==> config.mk <==
export PLATFORM = sky130hd
export DESIGN_NAME = serial_adder_flat
export DESIGN_NICKNAME = d
export VERILOG_FILES = /design/src/rtl/serial_pkg.sv /design/src/rtl/serial_adder_if.sv /design/src/rtl/fa.sv /design/src/rtl/serial_adder.sv /design/src/flat_wrapper.sv
export SDC_FILE = /design/constraint.sdc
export NUM_CORES = 1
export LEC_CHECK = 0
export ABC_CLOCK_PERIOD_IN_PS = 1900
export BUFFER_PORTS_ARGS = -buffer_cell sky130_fd_sc_hd__buf_2
export CORE_MARGIN = 8
export CORE_UTILIZATION = 53
export CTS_CLUSTER_DIAMETER = 200
export DETAILED_ROUTE_END_ITERATION = 16
export HOLD_SLACK_MARGIN = 0.08
export PLACE_DENSITY = 0.79
export SYNTH_ARGS = -nofsm -noshare
export SYNTH_HDL_FRONTEND = slang
export SYNTH_SLANG_ARGS = --single-unit
==> constraint.sdc <==
create_clock -name clk -period 1.9 [get_ports clk]
set_input_delay 0.38 -clock clk [delete_from_list [all_inputs] [get_ports clk]]
set_output_delay 0.38 -clock clk [all_outputs]
set_load 0.01 [all_outputs]
==> src/rtl/serial_pkg.sv <==
// Shared definitions for the bit-serial adder: FSM state encoding.
package serial_pkg;

    localparam logic [1:0] ST_IDLE  = 2'd0;
    localparam logic [1:0] ST_SHIFT = 2'd1;
    localparam logic [1:0] ST_DONE  = 2'd2;

    typedef enum logic [1:0] {
        IDLE  = ST_IDLE,
        SHIFT = ST_SHIFT,
        DONE  = ST_DONE
    } state_t;

endpackage

==> src/rtl/serial_adder_if.sv <==
// Operand/result bundle between an operand source and the serial adder.
interface serial_adder_if #(parameter int WIDTH = 8);

    logic             i_start;
    logic [WIDTH-1:0] i_a;
    logic [WIDTH-1:0] i_b;
    logic             i_cin;
    logic             o_busy;
    logic             o_done;
    logic [WIDTH-1:0] o_sum;
    logic             o_cout;

    modport master (
        output i_start, i_a, i_b, i_cin,
        input  o_busy, o_done, o_sum, o_cout
    );

    modport slave (
        input  i_start, i_a, i_b, i_cin,
        output o_busy, o_done, o_sum, o_cout
    );

endinterface

==> src/rtl/fa.sv <==
// Single-bit full-adder cell.
module fa (
    input  logic a,
    input  logic b,
    input  logic cin,
    output logic s,
    output logic cout
);

    assign s    = a ^ b ^ cin;
    assign cout = (a & b) | (cin & (a ^ b));

endmodule

==> src/rtl/serial_adder.sv <==
// Bit-serial WIDTH-bit adder: one full-adder cell and a carry flop, LSB first,
// one bit per clock. Result and carry-out are valid while done is high.
module serial_adder
    import serial_pkg::*;
#(
    parameter int WIDTH = 8
) (
    input  logic           clk,
    input  logic           rst,
    serial_adder_if.slave  bus
);

    localparam int CNT_W = (WIDTH > 1) ? $clog2(WIDTH) : 1;
    localparam logic [CNT_W-1:0] LAST = CNT_W'(WIDTH - 1);

    state_t           r_state;
    logic [WIDTH-1:0] r_sha;
    logic [WIDTH-1:0] r_shb;
    logic [WIDTH-1:0] r_sum;
    logic [CNT_W-1:0] r_cnt;
    logic             r_carry;
    logic             r_cout;
    logic             r_busy;
    logic             r_done;
    logic             w_s;
    logic             w_c;

    fa u_fa (
        .a    (r_sha[0]),
        .b    (r_shb[0]),
        .cin  (r_carry),
        .s    (w_s),
        .cout (w_c)
    );

    // busy/done are kept as flops updated alongside the state, so no input reaches them combinationally
    always_ff @(posedge clk or posedge rst) begin
        if (rst) begin
            r_state <= IDLE;
            r_sha   <= '0;
            r_shb   <= '0;
            r_sum   <= '0;
            r_cnt   <= '0;
            r_carry <= 1'b0;
            r_cout  <= 1'b0;
            r_busy  <= 1'b0;
            r_done  <= 1'b0;
        end else begin
            case (r_state)
                IDLE: begin
                    r_done <= 1'b0;
                    if (bus.i_start) begin
                        r_sha   <= bus.i_a;
                        r_shb   <= bus.i_b;
                        r_carry <= bus.i_cin;
                        r_cnt   <= '0;
                        r_sum   <= '0;
                        r_cout  <= 1'b0;
                        r_busy  <= 1'b1;
                        r_state <= SHIFT;
                    end
                end
                SHIFT: begin
                    r_sum   <= {w_s, r_sum[WIDTH-1:1]};
                    r_sha   <= {1'b0, r_sha[WIDTH-1:1]};
                    r_shb   <= {1'b0, r_shb[WIDTH-1:1]};
                    r_carry <= w_c;
                    // The counter parks on the last bit index instead of wrapping
                    if (r_cnt == LAST) begin
                        r_cout  <= w_c;
                        r_done  <= 1'b1;
                        r_state <= DONE;
                    end else begin
                        r_cnt <= r_cnt + 1'b1;
                    end
                end
                DONE: begin
                    r_done  <= 1'b0;
                    r_busy  <= 1'b0;
                    r_state <= IDLE;
                end
                default: begin
                    r_done  <= 1'b0;
                    r_busy  <= 1'b0;
                    r_state <= IDLE;
                end
            endcase
        end
    end

    assign bus.o_busy = r_busy;
    assign bus.o_done = r_done;
    assign bus.o_sum  = r_sum;
    assign bus.o_cout = r_cout;

endmodule
==> src/flat_wrapper.sv <==
// flat-port wrapper written by rule: the top's interface ports become plain ports
module serial_adder_flat import serial_pkg::*;
#(
    parameter int WIDTH = 8
)
  (clk, rst, bus_i_start, bus_i_a, bus_i_b, bus_i_cin, bus_o_busy, bus_o_done, bus_o_sum, bus_o_cout);
  serial_adder_if #(.WIDTH(WIDTH)) bus_i ();
  input  logic clk;
  input  logic rst;
  input wire logic [$bits(bus_i.i_start)-1:0] bus_i_start;
  input wire logic [$bits(bus_i.i_a)-1:0] bus_i_a;
  input wire logic [$bits(bus_i.i_b)-1:0] bus_i_b;
  input wire logic [$bits(bus_i.i_cin)-1:0] bus_i_cin;
  output wire logic [$bits(bus_i.o_busy)-1:0] bus_o_busy;
  output wire logic [$bits(bus_i.o_done)-1:0] bus_o_done;
  output wire logic [$bits(bus_i.o_sum)-1:0] bus_o_sum;
  output wire logic [$bits(bus_i.o_cout)-1:0] bus_o_cout;
  assign bus_i.i_start = bus_i_start;
  assign bus_i.i_a = bus_i_a;
  assign bus_i.i_b = bus_i_b;
  assign bus_i.i_cin = bus_i_cin;
  assign bus_o_busy = bus_i.o_busy;
  assign bus_o_done = bus_i.o_done;
  assign bus_o_sum = bus_i.o_sum;
  assign bus_o_cout = bus_i.o_cout;
  serial_adder #(.WIDTH(WIDTH)) u_core (.clk(clk), .rst(rst), .bus(bus_i));
endmodule
==> impl_results.md, run 1 <==
* CTS Hold Bufs at 0
* Routed Antenna Nets at 0
* M2 GR Usage at 0.202
* DR vias/cell at between 5 and 6
* Post-CTS setup buffer count at 0
* Avg Cell Area, Syn at 11.4 µm²
* Post-synthesis instance total at 136
* CTS sink cnt at 33
* Storage cell area at approximately 830 µm²
* Total gr overflow at 0
* Register area share after synthesis at 0.531
* Most frequent cells in the layout: dfrtp_1 (33), buf_2 (30), inv_1 (16)
* Post_cts resized at 0
* Max incr delay on CP at around 410 ps
* Crit path max fanout at 9
* Most used cell, CP: ha_1
* Area taken by multi-input logic gates at 607 µm²
* Die Y-Extent at around 70 µm
* Maximum clock path buffer count at 2
* WL per Instance at 16.2 µm
* Ys async rst share at 1.00
* Root Buffer: clkbuf_4
* Max-cap violations at 0
* Io pins at 31
* CORE AREA at 2780 µm²
* Largest net degree at the start of global routing at 34
* Die area at 4930 µm²
* Status: finished clean
* Min-delay worst type: in -> async
* GRT Total Usage at 0.132
* Worst EP arrival at 1710 ps
* Setup crit start kind: register
* Yosys warnings at 0
* Final min period at 1460 ps
* Ys flop type: dfrtp_1
* Power consumption at around 2.6 mW
* Syn Std Cell Area at 1560 µm²
* CP max-delay cell: dfrtp_1
* Layout cells sized above 1 at 0.293
* Die Wd at about 70 µm
* Commonest non-fill, non-tap cell in the layout: dfrtp_1
* Synth cell types at 30
* Via count at roughly 1200
* Area Growth Syn to Fin at 13.7%
* P per Cell Area at between 1000 and 1500 nW/µm²
* DR pass1 iterations at 4
* 1st-iter DRT viols at 78
* Buffers & Inverters on Critical Path at 0
* FP Rows at 19
* CTS buffer count at 5
* Post-Route Skew at 3.04 ps
* EDFF count, synth at 0
* Clock-pin slew on the worst setup and hold paths at 100 ps
* Initial antenna violation count at 0
* Inserted Diodes at 0
* Fin Setup TNS at 0 ps
* Setup ws final at ~440 ps
* Final hold violations at 0
* Layer with the highest usage: met2
* Nets at ~190
* Static leakage at slightly below 0.9 nW
* Yosys reg bits at 33
* Final Core Density at 0.637
* Worst-margin pin slew at roughly 560 ps
* Rel. slew slack at 0.622
* Final slew viol count at 0
* Vias in the first global route at around 1200
* Fmax at ~680 MHz
* Port buffer count at 30
* Worst-skew pair later-pin latency at around 330 ps
* Post-synth net total at between 150 and 200
* RSZ-0062 raised after global routing: false
* RD Place Congestion at between 0.7 and 0.8
* Setup crit end kind: register
* Met3 usage at 0.0523
* DRC viols at 0
* Setup violations, final at 0
* First-pass GRT wire length at approximately 5300 µm
* Crit Path Category: reg -> reg
* Fill cells at around 240
* Routed WL at 3220 µm
* GR Util met1 at 0.158
* Pre-CTS setup slack at approximately 460 ps
* CP required at approximately 2100 ps
* Detailed Place HPWL at 2230 µm
* Peak VDD IR at approximately 0.0011 V
* CTS tree: done
* Initial Util at 0.560
* CP delay by family, top: adder cells
* Maximum level of the CTS H-tree at 2
* Crit-path cells: ha_1, ha_1, or2_1, o221ai_1
* Crit share post-route at 0.771
==> sequential cells by signal, indices dropped and copies added, names as in the netlist <==
register           count
u_core.r_cnt           3
u_core.bus.o_done      1
u_core.r_state         2
u_core.bus.o_sum       8
u_core.r_carry         1
u_core.r_shb           8
u_core.bus.o_busy      1
u_core.bus.o_cout      1
u_core.r_sha           8
==> cells in the mapped netlist, types with 2 or more instances <==
library cell  count  area share
inv_1            16       0.039
a221oi_1         10       0.056
nand2b_1          5       0.020
nor2_1            6       0.014
nand2_1           4      0.0096
dfrtp_1          33        0.53
clkbuf_1          2      0.0048
a22o_1            7       0.039
a21oi_1           2      0.0064
nor4b_1          10       0.056
o221ai_1          3       0.017
o221a_2           5       0.036
nand3_1           3      0.0096
o2bb2ai_1         2       0.011
ha_1              2       0.016
or4b_1            5       0.032
buf_2             8       0.026
==> area by class of cell <==
cell class                      count  share of cell area
Multi-Input combinational cell     75               0.343
Inverter                           16              0.0339
Clock inverter                      2             0.00565
Clock buffer                        6              0.0233
Timing Repair Buffer               35               0.106
Tap cell                           31              0.0219
Sequential cell                    33               0.466
==> per-stage QoR <==
| step | std cells | area, µm² | hold slack, ps |
|---|---|---|---|
| 2_1_floorplan | 136 | 1560 | 457 |
| 3_3_place_gp | 190 | 1720 | 481 |
| 3_5_place_dp | 190 | 1720 | 480 |
| 4_1_cts | 198 | 1770 | 115 |
| 5_1_grt | 198 | 1770 | 143 |
| 6_report | 198 | 1770 | 112 |
==> routing by layer <==
layer | vias up | wire length, µm
met5 | - | 0
met4 | 0 | 53
met3 | 5 | 192
met2 | 27 | 1540
met1 | 582 | 1430
li1 | 565 | -
==> kinds of logic (layout without fill, tap and decap cells) <==
family                   after synthesis  count (layout)  share of synthesized area
AO/OA/AOI/OAI                         33              33                      0.190
adder cells (fa/ha/maj)                3               3                     0.0289
buffers and inverters                 28              59                     0.0796
flip-flops                            33              33                      0.531
AND/OR/NAND/NOR                       39              39                      0.171
==> worst min-delay path: cells and delay by family <==
family                 cells  cell delay [ps]
buffers and inverters      3              490
==> power breakdown <==
part	internal, mW	switching, mW
Sequential	1.01	0.200
Clock	0.141	0.232
Combinational	0.512	0.550
Total	1.66	0.982
==> path summary, 6_finish.rpt <==
kind	start	end	slack (ps)	cells after the start
setup / recovery	u_core.r_cnt[0]	u_core.r_cnt[0]	440	4
hold / removal	rst	u_core.r_shb[3]	110	3
setup reg to reg	u_core.r_cnt[0]	u_core.r_cnt[0]	440	4
hold reg to reg	u_core.bus.o_sum[0]	u_core.bus.o_sum[0]	510	1
max in group asynchronous	rst	u_core.bus.o_busy	1490	3
min in group clk	bus_i_a[7]	u_core.r_sha[7]	300	3
No activity file was read; power rests on OpenSTA's default activity.
==> run 2: changes to the inputs <==
ABC_AREA = 1   (was default)
ABC_CLOCK_PERIOD_IN_PS = 1500   (was 1900)
clock period = 1.5 ns   (was 1.9 ns; I/O delays follow)
==> impl_results.md, run 2 <==
* Register area share after synthesis at 0.537 (+0.00691)
* Setup violations, final at 0 (unchanged)
* RD Place Congestion at 0.762 (-1.9%)
* Final slew viol count at 0 (unchanged)
* Reg2reg start: u_core.r_cnt[0]
* Inst Count DP at 258 (+36%)
* Die area at 4880 µm² (-0.99%)
* DRC viols at 0 (unchanged)
* Final hold violations at 0 (unchanged)
* Design internal power at 2.07 mW (+25%)
* Vias in the first global route at 1252 (+6.7%)
* Yosys reg bits at 33 (unchanged)
* RSZ-0062 raised after global routing: false
* Root Buffer: clkbuf_4
* Top sig layer: met4
* CP max-delay cell: dfrtp_1
* Hold_sp: bus_i_a[7]
* Yosys top cell by area: dfrtp_1
* Worst EP arrival at 1530 ps (-180 ps)
* Crit Path Category: reg -> reg
* Crit-path cells: ha_1, ha_1, inv_1, nand2_1, nand3_1, nand2_1
* Count leader, synth: nand2_1
* Largest cells by area after synthesis: dfrtp_1 (54%), nand2_1 (27%), nand3_1 (8.1%), inv_1 (1.7%), buf_2 (1.6%)
* GRT Total Usage at 0.140 (+0.00797)
* Net Sw Power at 1.49 mW (+52%)
* Post-CTS setup buffer count at 0 (unchanged)
* Maximum level of the CTS H-tree at 2 (unchanged)
* Met1 Wirelength at 1490 µm (+4.4%)
* Final Core Density at 0.652 (+0.0159)
* Synth top area share at 0.537 (+0.00691)
* Io pins at 31 (unchanged)
* CTS buffer count at 5 (unchanged)
* Status: finished clean
* WL per Instance at 12.1 µm (-26%)
* Peak VDD IR at 0.00147 V (+31%)
* Inserted Diodes at 0 (unchanged)
* Max-cap violations at 0 (unchanged)
* Syn Std Cell Area at 1540 µm² (-1.3%)
* Setup crit end kind: register
* Routed Antenna Nets at 0 (unchanged)
* Met2 Wirelength at 1520 µm (-1.7%)
* Rel. slew slack at 0.735 (+0.113)
* Min-delay worst type: in -> reg
* Setup ws final at 183 ps (-252 ps)
* Commonest cells in the netlist: nand2_1 (110), dfrtp_1 (33), nand3_1 (25)
* Routed WL at 3220 µm (+0.12%)
* Yosys warnings at 0 (unchanged)
* CP required at 1720 ps (-420 ps)
* Detailed Place HPWL at 2270 µm (+1.9%)
* Post_cts resized at 0 (unchanged)
* CTS Hold Bufs at 1 (+1)
* Post-synthesis instance total at 197 (+45%)
* Initial Util at 0.557 (-0.00244)
* Ys async rst share at 1.00 (unchanged)
* Crit path from: u_core.r_cnt[0]
* CORE AREA at 2760 µm² (-0.85%)
* Clock-pin slew on the worst setup and hold paths at 100 ps (about the same)
* Crit share post-route at 0.878 (+0.107)
* Area Growth Syn to Fin at 17.1%
* Largest net degree at the start of global routing at 34 (unchanged)
* Switching share of power at 0.418 (+0.0466)
* FP Rows at 19 (unchanged)
* Final instance area at 1800 µm² (+1.6%)
* Nets at 258 (+37%)
* Die Y-Extent at 69.8 µm (-0.50%)
* Most frequent cells in the layout: nand2_1 (110), dfrtp_1 (33), buf_2 (30)
* Metal3 WL at 166 µm (-14%)
* CTS sink cnt at 33 (unchanged)
* Synth cell types at 14 (-53%)
* DR pass1 iterations at 4 (unchanged)
* Clock power share at 0.131 (-0.010)
* Worst-skew pair later-pin latency at 330 ps (about the same)
* 1st-iter DRT viols at 112 (+44%)
* Static leakage at 1.09 nW (+25%)
* Die Wd at 69.8 µm (-0.50%)
* Max incr delay on CP at 400 ps (about the same)
* P per Cell Area at 1980 nW/µm² (+33%)
* Crit path max fanout at 4 (-5)
* Fin Setup TNS at 0 ps (unchanged)
* DR vias/cell at 5.00 (-16%)
* Final min period at 1320 ps (-148 ps)
* First-pass GRT wire length at 5650 µm (+6.2%)
* Part of the power in registers at 0.429 (-0.028)
* Final std cells w/o fill at 267 (+35%)
* Combinational share of power at 0.440 (+0.038)
* Fmax at 759 MHz (+11%)
* Area after DPL at 1740 µm² (+1.1%)
* Setup crit start kind: register
* Pre-CTS setup slack at 205 ps (-253 ps)
* Post-Route Skew at 9.44 ps (+6.40 ps)
* Avg Cell Area, Syn at 7.80 µm² (-32%)
* Post-synth net total at 220 (+38%)
* Commonest non-fill, non-tap cell in the layout: nand2_1
* EDFF count, synth at 0 (unchanged)
* Layout cells sized above 1 at 0.212 (-0.0815)
* Port buffer count at 30 (unchanged)
* Total gr overflow at 0 (unchanged)
* Ys flop type: dfrtp_1
* Worst-margin pin slew at 398 ps (-167 ps)
* Maximum clock path buffer count at 2 (unchanged)
* Via count at 1336 (+13%)
* CTS tree: done
* Initial antenna violation count at 0 (unchanged)
-- run 2: cell count changes in the layout (fill, tap and decap cells not counted), moves of 7 or more --
cell | before | now
a221oi_1 | 10 | 0
a22o_1 | 7 | 0
inv_1 | 16 | 7
nand2_1 | 4 | 110
nand3_1 | 3 | 25
nor4b_1 | 10 | 0
-- run 2: worst paths after layout --
check / cells past startpoint / end / slack [ps]
worst min-delay path: 3 / u_core.r_sha[7] / 230
max in group asynchronous: 4 / u_core.r_state[1] / 620
worst min register to register: 2 / u_core.bus.o_sum[0] / 480
worst max register to register: 6 / u_core.r_cnt[2] / 180
min in group asynchronous: 4 / u_core.bus.o_done / 590
worst max-delay path: 6 / u_core.r_cnt[2] / 180
-- run 2: logic make-up after synthesis --
group,share of synthesized area
AND/OR/NAND/NOR,0.369
flip-flops,0.537
buffers and inverters,0.0554
adder cells (fa/ha/maj),0.0293
AO/OA/AOI/OAI,0.00896
-- run 2: layer usage --
| layer | global-route usage | vias to the layer above |
|---|---|---|
| met4 | 0.0469 | 0 |
| li1 | - | 685 |
| met5 | 0 | - |
| met3 | 0.0544 | 6 |
| met1 | 0.169 | 620 |
| met2 | 0.220 | 25 |
-- run 2: through the flow --
step / hold slack (ps) / total power [mW]
floorplan: 429 / 2.64
global placement: 404 / 3.06
detailed placement: 414 / 3.11
CTS: 222 / 3.60
global route: 215 / 3.91
finish: 230 / 3.56
-- run 2: power groups by stage --
stage / clock [mW] / combinational (mW) / sequential, mW
floorplan: 0 / 1.10 / 1.54
global placement: 0 / 1.54 / 1.52
detailed placement: 0 / 1.58 / 1.54
CTS: 0.484 / 1.59 / 1.52
global route: 0.525 / 1.82 / 1.56
finish: 0.465 / 1.57 / 1.53
-- run 2: critical path: cells and delay by family (launching register included) --
family / cells / cell delay [ps]
DFF: 1 / 400
adders and majority gates: 2 / 420
and+or+nand+nor: 3 / 260
buffers and inverters: 1 / 130
-- run 2: final cells by class --
type / instances / area [µm²]
sequential: 33 / 826
multi-input combinational: 146 / 626
clock inverter: 2 / 10.0
clock buffer: 6 / 41.3
tap: 31 / 38.8
fill: 257 / 958
inverter: 10 / 37.5
timing repair buffer: 39 / 220
==> run 3: changes to the inputs <==
CORE_ASPECT_RATIO = 0.6   (was default)
TNS_END_PERCENT = 20   (was default)
==> impl_results.md, run 3 (synthesis results as in run 2) <==
* Layout cells sized above 1 at 0.214 (+0.00181)
* Worst path depth at 6 (unchanged)
* Post-CTS setup buffer count at 0 (unchanged)
* CTS tree: done
* Fin Setup TNS at 0 ps (unchanged)
* RD Place Congestion at 0.849 (+11%)
* Inserted Diodes at 0 (unchanged)
* Initial Util at 0.546 (-0.0114)
* DR pass1 iterations at 5 (+1)
* Crit path from: u_core.r_cnt[0]
* Setup crit end kind: register
* WL per Instance at 13.0 µm (+8.0%)
* Setup violations, final at 0 (unchanged)
* Power consumption at 3.94 mW (+11%)
* Die Wd at 85.5 µm (+22%)
* Routed Antenna Nets at 0 (unchanged)
* CP endpoint: u_core.r_cnt[0]
* RSZ-0062 raised after global routing: false
* DRC viols at 0 (unchanged)
* CP delay by family, top: adder cells
* Crit path max fanout at 4 (unchanged)
* Total gr overflow at 0 (unchanged)
* Post-Route Skew at 3.80 ps (-5.64 ps)
* Io pins at 31 (unchanged)
* Peak VDD IR at 0.00114 V (-23%)
* Flop2flop setup slack at 180 ps (about the same)
* P per Cell Area at 2130 nW/µm² (+7.9%)
* Static leakage at 1.10 nW (+1.3%)
* Max-cap violations at 0 (unchanged)
* Detailed Place HPWL at 2410 µm (+6.0%)
* CP max-delay cell: dfrtp_1
* Max incr delay on CP at 390 ps (about the same)
* Final hold violations at 0 (unchanged)
* Via count at 1353 (+1.3%)
* CP required at 1680 ps (-40 ps)
* Commonest non-fill, non-tap cell in the layout: nand2_1
* Vias in the first global route at 1323 (+5.7%)
* Final min period at 1320 ps (+7.15 ps)
* CTS Hold Bufs at 0 (-1)
* Buffers & Inverters on Critical Path at 1 (unchanged)
* Clock-pin slew on the worst setup and hold paths at 70 ps (-30 ps)
* Reg2reg start: u_core.r_cnt[0]
* Worst-margin pin slew at 420 ps (+22.6 ps)
* Most frequent cells in the layout: nand2_1 (110), dfrtp_1 (33), buf_2 (30)
* 1st-iter DRT viols at 63 (-44%)
* GRT Total Usage at 0.148 (+0.00821)
* Path depth of the worst reg2reg path at 6 (unchanged)
* Routed WL at 3490 µm (+8.4%)
* Final slew viol count at 0 (unchanged)
* Maximum clock path buffer count at 2 (unchanged)
* R2R Path End: u_core.r_cnt[0]
* Fmax at 755 MHz (-0.54%)
* Setup crit start kind: register
* Crit Path Category: reg -> reg
* First-pass GRT wire length at 5820 µm (+3.0%)
* Nets at 256 (-0.78%)
* Largest net degree at the start of global routing at 34 (unchanged)
* CORE AREA at 2820 µm² (+2.1%)
* CTS sink cnt at 33 (unchanged)
* Rel. slew slack at 0.720 (-0.0151)
* Crit-path cells: ha_1, ha_1, inv_1, nand2_1, nand3_1, nand2_1
* DR vias/cell at 5.05 (+0.89%)
* CTS buffer count at 5 (unchanged)
* Post_cts resized at 0 (unchanged)
* Port buffer count at 30 (unchanged)
* Crit share post-route at 0.883 (+0.00477)
* FP Rows at 15 (-4)
* Root Buffer: clkbuf_8
* Min-delay worst type: in -> async
* Worst EP arrival at 1500 ps (-30 ps)
* Worst-skew pair later-pin latency at 290 ps (-40 ps)
* Die area at 4930 µm² (+1.2%)
* Maximum level of the CTS H-tree at 2 (unchanged)
* Status: finished clean
* Initial antenna violation count at 0 (unchanged)
* Area Growth Syn to Fin at 20.4%
* Die Y-Extent at 57.7 µm (-17%)
run 3: cell types whose count changed in the layout (fill, tap and decap cells not counted):
cell	before	now
clkbuf_4	5	0
clkbuf_8	0	5
clkinv_2	2	0
buf_4	8	7
bufinv_16	0	1
clkbuf_1	1	0
clkinv_4	0	1
clkinvlp_4	0	1
dlygate4sd3_1	1	0
run 3: layout make-up:
class / count / area, µm²
sequential: 33 / 826
multi-input combinational: 146 / 626
clock inverter: 3 / 46.3
timing repair buffer: 37 / 203
tap: 34 / 42.5
inverter: 10 / 37.5
fill: 250 / 966
clock buffer: 5 / 68.8
run 3: metal layers:
metal | track usage | part of all wire | up-vias
met5 | 0 | 0 | -
met4 | 0.0470 | 0.0097 | 0
met3 | 0.0732 | 0.090 | 7
met2 | 0.219 | 0.42 | 39
met1 | 0.184 | 0.48 | 628
li1 | - | - | 679
run 3: worst register-to-register path, stage by stage (launching register included):
cell and delay, ps:
dfrtp_1 390, ha_1 210, ha_1 230, inv_1 120, nand2_1 130, nand3_1 90
nand2_1 60
run 3: worst min path at each step:
| stage | end | startpoint | depth (start not counted) |
|---|---|---|---|
| 2_1_floorplan | u_core.bus.o_busy | rst | 1 |
| 3_3_place_gp | u_core.r_sha[2] | rst | 3 |
| 3_5_place_dp | u_core.r_sha[2] | rst | 3 |
| 4_1_cts | u_core.r_sha[1] | rst | 3 |
| 5_1_grt | u_core.r_sha[1] | rst | 3 |
| 6_report | u_core.r_sha[1] | rst | 3 |
run 3: report_power, final:
group	internal (mW)	total (mW)	switching (mW)
logic	0.590	1.55	0.956
registers	1.28	1.55	0.267
clock network	0.497	0.850	0.353
total	2.37	3.94	1.58
run 3: per-stage QoR:
stage / utilization / area (µm²) / hold slack [ps] / std cells / setup slack [ps]
CTS: 0.657 / 1850 / 100 / 268 / 166
global placement: 0.616 / 1730 / 405 / 260 / 194
floorplan: - / 1540 / 429 / 197 / 310
finish: 0.657 / 1850 / 90.7 / 268 / 176
detailed placement: 0.616 / 1730 / 407 / 260 / 179
global route: 0.657 / 1850 / 130 / 268 / 33.9
